--- src/rtl/hazard_ctrl.sv ---
// hazard_ctrl: stall, bubble, flush and forwarding control for the 5-stage core
// Handles cache-miss waits, load-use interlocks and redirects during fetch misses.
module hazard_ctrl #(
  parameter int LOAD_USE_CYCLES = 1,
  parameter bit FWD_EN          = 1'b1,
  parameter int CNT_W           = 32
) (
  input  logic             i_clk,
  input  logic             i_rst_n,
  input  logic             i_id_valid,
  input  logic [6:0]       i_id_opcode,
  input  logic [4:0]       i_id_rs1,
  input  logic [4:0]       i_id_rs2,
  input  logic [4:0]       i_ex_rd,
  input  logic             i_ex_regwrite,
  input  logic             i_ex_memread,
  input  logic [4:0]       i_mem_rd,
  input  logic             i_mem_regwrite,
  input  logic             i_ex_redirect,
  input  logic             i_imem_ren,
  input  logic             i_imem_ready,
  input  logic             i_dmem_ren,
  input  logic             i_dmem_wen,
  input  logic             i_dmem_ready,
  output logic             o_pc_en,
  output logic             o_if_id_en,
  output logic             o_if_id_flush,
  output logic             o_id_ex_en,
  output logic             o_id_ex_bubble,
  output logic             o_back_en,
  output logic [1:0]       o_fwd_a,
  output logic [1:0]       o_fwd_b,
  output logic [1:0]       o_state,
  output logic [CNT_W-1:0] o_istall_cnt,
  output logic [CNT_W-1:0] o_dstall_cnt,
  output logic [CNT_W-1:0] o_lu_cnt
);

  typedef enum logic [1:0] {
    RUN   = 2'b00,
    IWAIT = 2'b01,
    DWAIT = 2'b10
  } state_t;

  localparam logic [6:0] OP_LUI   = 7'b0110111;
  localparam logic [6:0] OP_AUIPC = 7'b0010111;
  localparam logic [6:0] OP_JAL   = 7'b1101111;
  localparam logic [6:0] OP_R     = 7'b0110011;
  localparam logic [6:0] OP_S     = 7'b0100011;
  localparam logic [6:0] OP_B     = 7'b1100011;
  localparam logic [2:0] LU_INIT  = 3'(LOAD_USE_CYCLES - 1);

  state_t     state;
  logic [2:0] lu_cnt;
  logic       flush_pend;

  logic istall, dstall, redirect;
  logic use_rs1, use_rs2;
  logic ex_m1, ex_m2, mem_m1, mem_m2;
  logic ex_hit, mem_hit;
  logic lu_hit, raw_hit, lu_hold;
  logic [1:0] sel_a, sel_b;

  assign istall   = i_imem_ren & ~i_imem_ready;
  assign dstall   = (i_dmem_ren | i_dmem_wen) & ~i_dmem_ready;
  assign redirect = i_ex_redirect & ~dstall;

  assign use_rs1 = !(i_id_opcode inside {OP_LUI, OP_AUIPC, OP_JAL});
  assign use_rs2 = i_id_opcode inside {OP_R, OP_S, OP_B};

  assign ex_m1 = i_id_valid & use_rs1 & (i_ex_rd != 5'd0)
               & (i_ex_rd == i_id_rs1);
  assign ex_m2 = i_id_valid & use_rs2 & (i_ex_rd != 5'd0)
               & (i_ex_rd == i_id_rs2);
  assign mem_m1 = i_id_valid & use_rs1 & (i_mem_rd != 5'd0)
                & (i_mem_rd == i_id_rs1);
  assign mem_m2 = i_id_valid & use_rs2 & (i_mem_rd != 5'd0)
                & (i_mem_rd == i_id_rs2);

  assign ex_hit  = ex_m1 | ex_m2;
  assign mem_hit = mem_m1 | mem_m2;
  assign lu_hit  = ex_hit & i_ex_memread;
  assign raw_hit = !FWD_EN & ((ex_hit & i_ex_regwrite)
                 | (mem_hit & i_mem_regwrite));
  assign lu_hold = lu_hit | (lu_cnt != 3'd0) | raw_hit;

  function automatic logic [1:0] pick(input logic ex_m,
                                      input logic mem_m,
                                      input logic ex_wr,
                                      input logic ex_rd_mem,
                                      input logic mem_wr);
    if (!FWD_EN) return 2'b00;
    if (ex_m & ex_wr & ~ex_rd_mem) return 2'b01;
    if (mem_m & mem_wr) return 2'b10;
    return 2'b00;
  endfunction

  assign sel_a = pick(ex_m1, mem_m1, i_ex_regwrite,
                      i_ex_memread, i_mem_regwrite);
  assign sel_b = pick(ex_m2, mem_m2, i_ex_regwrite,
                      i_ex_memread, i_mem_regwrite);

  // Zero-latency pipeline enables: dstall > redirect > istall/load-use.
  always_comb begin
    o_pc_en        = 1'b1;
    o_if_id_en     = 1'b1;
    o_if_id_flush  = 1'b0;
    o_id_ex_en     = 1'b1;
    o_id_ex_bubble = 1'b0;
    o_back_en      = 1'b1;
    if (dstall) begin
      o_pc_en    = 1'b0;
      o_if_id_en = 1'b0;
      o_id_ex_en = 1'b0;
      o_back_en  = 1'b0;
    end else if (redirect) begin
      o_if_id_flush  = 1'b1;
      o_id_ex_bubble = 1'b1;
    end else begin
      if (istall | lu_hold) begin
        o_pc_en        = 1'b0;
        o_if_id_en     = 1'b0;
        o_id_ex_bubble = 1'b1;
      end
      if (flush_pend & ~istall) o_if_id_flush = 1'b1;
    end
  end

  // Miss-wait FSM; state is the registered output.
  always_ff @(posedge i_clk or negedge i_rst_n) begin
    if (!i_rst_n) begin
      state <= RUN;
    end else if (dstall) begin
      state <= DWAIT;
    end else if (istall) begin
      state <= IWAIT;
    end else begin
      state <= RUN;
    end
  end

  assign o_state = state;

  // Load-use bubble counter, frozen while the back end is stalled.
  always_ff @(posedge i_clk or negedge i_rst_n) begin
    if (!i_rst_n) begin
      lu_cnt <= 3'd0;
    end else if (!dstall) begin
      if (i_ex_redirect) lu_cnt <= 3'd0;
      else if (lu_cnt != 3'd0) lu_cnt <= lu_cnt - 3'd1;
      else if (lu_hit) lu_cnt <= LU_INIT;
    end
  end

  // Remember a redirect taken while the fetch is still outstanding.
  always_ff @(posedge i_clk or negedge i_rst_n) begin
    if (!i_rst_n) begin
      flush_pend <= 1'b0;
    end else if (!dstall) begin
      if (redirect & istall) flush_pend <= 1'b1;
      else if (!istall) flush_pend <= 1'b0;
    end
  end

  // Forwarding selects follow the instruction into EX.
  always_ff @(posedge i_clk or negedge i_rst_n) begin
    if (!i_rst_n) begin
      o_fwd_a <= 2'b00;
      o_fwd_b <= 2'b00;
    end else if (o_id_ex_en) begin
      if (o_id_ex_bubble) begin
        o_fwd_a <= 2'b00;
        o_fwd_b <= 2'b00;
      end else begin
        o_fwd_a <= sel_a;
        o_fwd_b <= sel_b;
      end
    end
  end

  // Saturating stall-cycle counters, one cause per cycle.
  always_ff @(posedge i_clk or negedge i_rst_n) begin
    if (!i_rst_n) begin
      o_istall_cnt <= '0;
      o_dstall_cnt <= '0;
      o_lu_cnt     <= '0;
    end else if (dstall) begin
      if (o_dstall_cnt != '1) o_dstall_cnt <= o_dstall_cnt + 1'b1;
    end else if (istall) begin
      if (o_istall_cnt != '1) o_istall_cnt <= o_istall_cnt + 1'b1;
    end else if (!i_ex_redirect & lu_hold) begin
      if (o_lu_cnt != '1) o_lu_cnt <= o_lu_cnt + 1'b1;
    end
  end

endmodule

--- config.mk ---
export PLATFORM = sky130hd
export DESIGN_NAME = hazard_ctrl
export DESIGN_NICKNAME = d
export VERILOG_FILES = /design/src/rtl/hazard_ctrl.sv
export SDC_FILE = /design/constraint.sdc
export NUM_CORES = 1
export LEC_CHECK = 0
export ABC_AREA = 1
export CAP_MARGIN = 40
export CELL_PAD_IN_SITES_DETAIL_PLACEMENT = 1
export CELL_PAD_IN_SITES_GLOBAL_PLACEMENT = 1
export CORE_MARGIN = 2
export CORE_UTILIZATION = 44
export DETAILED_ROUTE_END_ITERATION = 6
export DONT_BUFFER_PORTS = 1
export GPL_ROUTABILITY_DRIVEN = 0
export PLACE_DENSITY_LB_ADDON = 0.08
export SLEW_MARGIN = 20
export SYNTH_ARGS = -nofsm -noshare
export SYNTH_HDL_FRONTEND = slang
export SYNTH_SLANG_ARGS = --single-unit
--- constraint.sdc ---
create_clock -name i_clk -period 2.68 [get_ports i_clk]
set_clock_uncertainty 0.15 [all_clocks]
set_input_delay 0.536 -clock i_clk [delete_from_list [all_inputs] [get_ports i_clk]]
set_output_delay 0.536 -clock i_clk [all_outputs]
set_load 0.01 [all_outputs]
==> run_results.csv <==
group,metric,value,unit
status,status,"finished with violations",
status,violations,"hold timing",
floorplan,rows,44,
floorplan,die_h,127,um
clock_tree,cts_setup_buffers,0,
clock_tree,cts_tree,"done",
layout,fin_nets,967,
global_routing,antenna_found_initial,0,
sta,setup_ws,230,ps
pwr,vdd_drop_max,0.292,mV
routing,drc,0,
layout,final_common_cell,"nand2_1",
synth,synthDistinctLibCells,34,
job,maxCapViolations,0,
global_routing,globalRouteMet3Util,0.0507,
clock_tree,cts_buffer_depth,2,
global_routing,grt_pass1_wl,32.9,mm
synth,seq_area_frac_synth,0.398,
setup_path,arrival,1760,ps
synth,synth_area,6660,um2
synth,yosys_warnings,0,
setup_path,worstSetupStartpointType,"flip-flop",
clock_tree,clock_latency,350,ps
setup_path,crit_type,"flip-flop to output pin",
setup_path,end_kind,"output pin",
synth,syn_area_per_cell,7.24,um2
sta,max_freq,0.408,GHz
sta,worst_pin_slew,531,ps
sta,setup_tns,0,ps
clock_tree,cts_sinks,106,
setup_path,r2r_slack,330,ps
routing,wl_per_cell,17.7,um
global_routing,overflow,0,
worst_hold_path,min_path_type,"input port to async pin",
floorplan,core_area,14600,um2
floorplan,dieArea,16100,um2
routing,firstDrtPassIters,4,
routing,vias,6108,
global_routing,use_met2,0.452,
pwr,power.leakage,0.00333,uW
clock_tree,clk_pin_slew,80,ps
sta,drv_slew,0,
floorplan,io_pins,147,
synth,ys_ff_latch,106,
routing,wl,19.6,mm
placed_design,place_ws,313,ps
placed_design,io_buffers,0,
routing,avgViaCountPerCell,5.50,
pwr,powerDensity,491,nW/um2
clock_tree,cts_root_buffer,"clkbuf_16",
layout,layout_common_cells,"310 x nand2_1, 112 x nor2_1, 106 x dfrtp_1",
sta,relSlewSlack,0.643,
layout,layout-drive-gt1-share,0.0518,
global_routing,grt.busiest_layer,"met2",
global_routing,grt_max_degree,107,
synth,syn_nets,964,
clock_tree,cts_resized,0,
layout,diodes,0,
floorplan,dieWidth,127,um
global_routing,track_usage,0.250,
sta,worst_hold_slack,-285,ps
sta,setup_viol,0,
global_routing,grt_use_met1,0.310,
sta,period_minus_slack,2450,ps
clock_tree,cts_buffers,9,
placed_design,placed_cell_area,6850,um2
setup_path,cp_max_fo,4,
sta,hold_viol,106,
synth,syn_inst,920,
clock_tree,h-tree-depth,3,
layout,synthToLayoutAreaGrowth,6.91,%
global_routing,grt_pass1_vias,6600,
layout,postLayoutCellArea,7120,um2
sta,fin_crit_sh,0.914,
floorplan,start_util,0.455,
sta,rsz0062_at_grt,"false",
placed_design,dpl.hpwl,14.8,mm
routing,drtIter0Drc,244,
routing,antenna_left,0,
setup_path,cp.required,1990,ps
-- sequential cells by signal, summed over array words and instances, names as in the netlist --
signal        count
flush_pend        1
lu_cnt            3
o_dstall_cnt     32
o_fwd_a           2
o_fwd_b           2
o_istall_cnt     32
o_lu_cnt         32
o_state           2
-- per-stage QoR --
step	util	total power, uW	instances
5_1_grt	0.486	3660	1111
2_1_floorplan	-	2150	920
3_5_place_dp	0.468	2260	1096
6_report	0.486	3500	1111
3_3_place_gp	0.468	2230	1096
4_1_cts	0.486	3530	1111
-- critical path, stage by stage (launching register included) --
cell and delay (ps):
dfrtp_1 420, nor2_1 180, ha_1 290, nand2_4 90
o21ai_0 230, buf_4 190
-- path summary, 6_finish.rpt --
check,start,end,depth (start not counted)
worst min-delay path,i_rst_n,o_dstall_cnt[6],0
worst min register to register,flush_pend,flush_pend,2
worst max register to register,o_istall_cnt[0],o_istall_cnt[22],10
max in group asynchronous,i_rst_n,o_istall_cnt[11],0
worst max-delay path,lu_cnt[0],o_pc_en,5
min in group i_clk,i_ex_redirect,flush_pend,2
-- routing by layer --
| layer | up-vias | routed length (um) | share of wire |
|---|---|---|---|
| li1 | 2942 | - | - |
| met1 | 3038 | 8710 | 0.44 |
| met2 | 111 | 9910 | 0.50 |
| met3 | 17 | 785 | 0.040 |
| met4 | 0 | 245 | 0.012 |
| met5 | - | 0 | 0 |
-- synthesized netlist by cell type --
master | number | area, um2
a21oi_2 | 1 | 8.76
nand2_2 | 2 | 12.5
xnor2_1 | 33 | 289
nor4_1 | 3 | 18.8
inv_1 | 86 | 323
nand2_1 | 310 | 1160
nor2_1 | 112 | 420
buf_6 | 2 | 22.5
o21ai_0 | 10 | 50.1
and2_1 | 2 | 12.5
inv_2 | 3 | 11.3
and3_1 | 2 | 12.5
o21a_1 | 1 | 7.51
buf_4 | 6 | 45.0
nor2_2 | 8 | 50.1
a31oi_1 | 1 | 6.26
o21bai_4 | 1 | 18.8
nor3_1 | 40 | 200
nand4_1 | 57 | 357
buf_2 | 12 | 60.1
xor2_1 | 55 | 482
o22ai_1 | 1 | 6.26
o211ai_1 | 2 | 15.0
nand3_4 | 1 | 17.5
nand3b_1 | 5 | 37.5
nand3_1 | 36 | 180
nand2_4 | 1 | 11.3
nor3_2 | 3 | 30.0
dfrtp_1 | 106 | 2650
a21oi_1 | 4 | 20.0
nand3_2 | 1 | 10.0
ha_1 | 5 | 62.6
nor3b_1 | 2 | 15.0
o21ai_1 | 6 | 30.0
-- kinds of logic (layout without fill, tap and decap cells) --
kind of cell / count (synthesis) / in the layout / synth area share
AND/OR/NAND/NOR: 585 / 585 / 0.383
buffers and inverters: 109 / 116 / 0.0693
adder cells (fa/ha/maj): 5 / 5 / 0.00939
XOR/XNOR: 88 / 88 / 0.116
flip-flops: 106 / 106 / 0.398
AO/OA/AOI/OAI: 27 / 27 / 0.0244
-- layout make-up --
cell class,count,area [um2]
fill,1904,7520
multi-input combinational,705,3540
sequential,106,2650
inverter,89,334
tap,184,230
clock buffer,9,225
timing repair buffer,12,90.1
clock inverter,6,42.5
-- where the power goes --
| group | total, uW | switching (uW) | internal, uW |
|---|---|---|---|
| clock | 1260 | 634 | 630 |
| sequential | 1900 | 203 | 1700 |
| combinational | 331 | 200 | 131 |
| total | 3500 | 1040 | 2460 |
(Power assumes the default switching activity.)
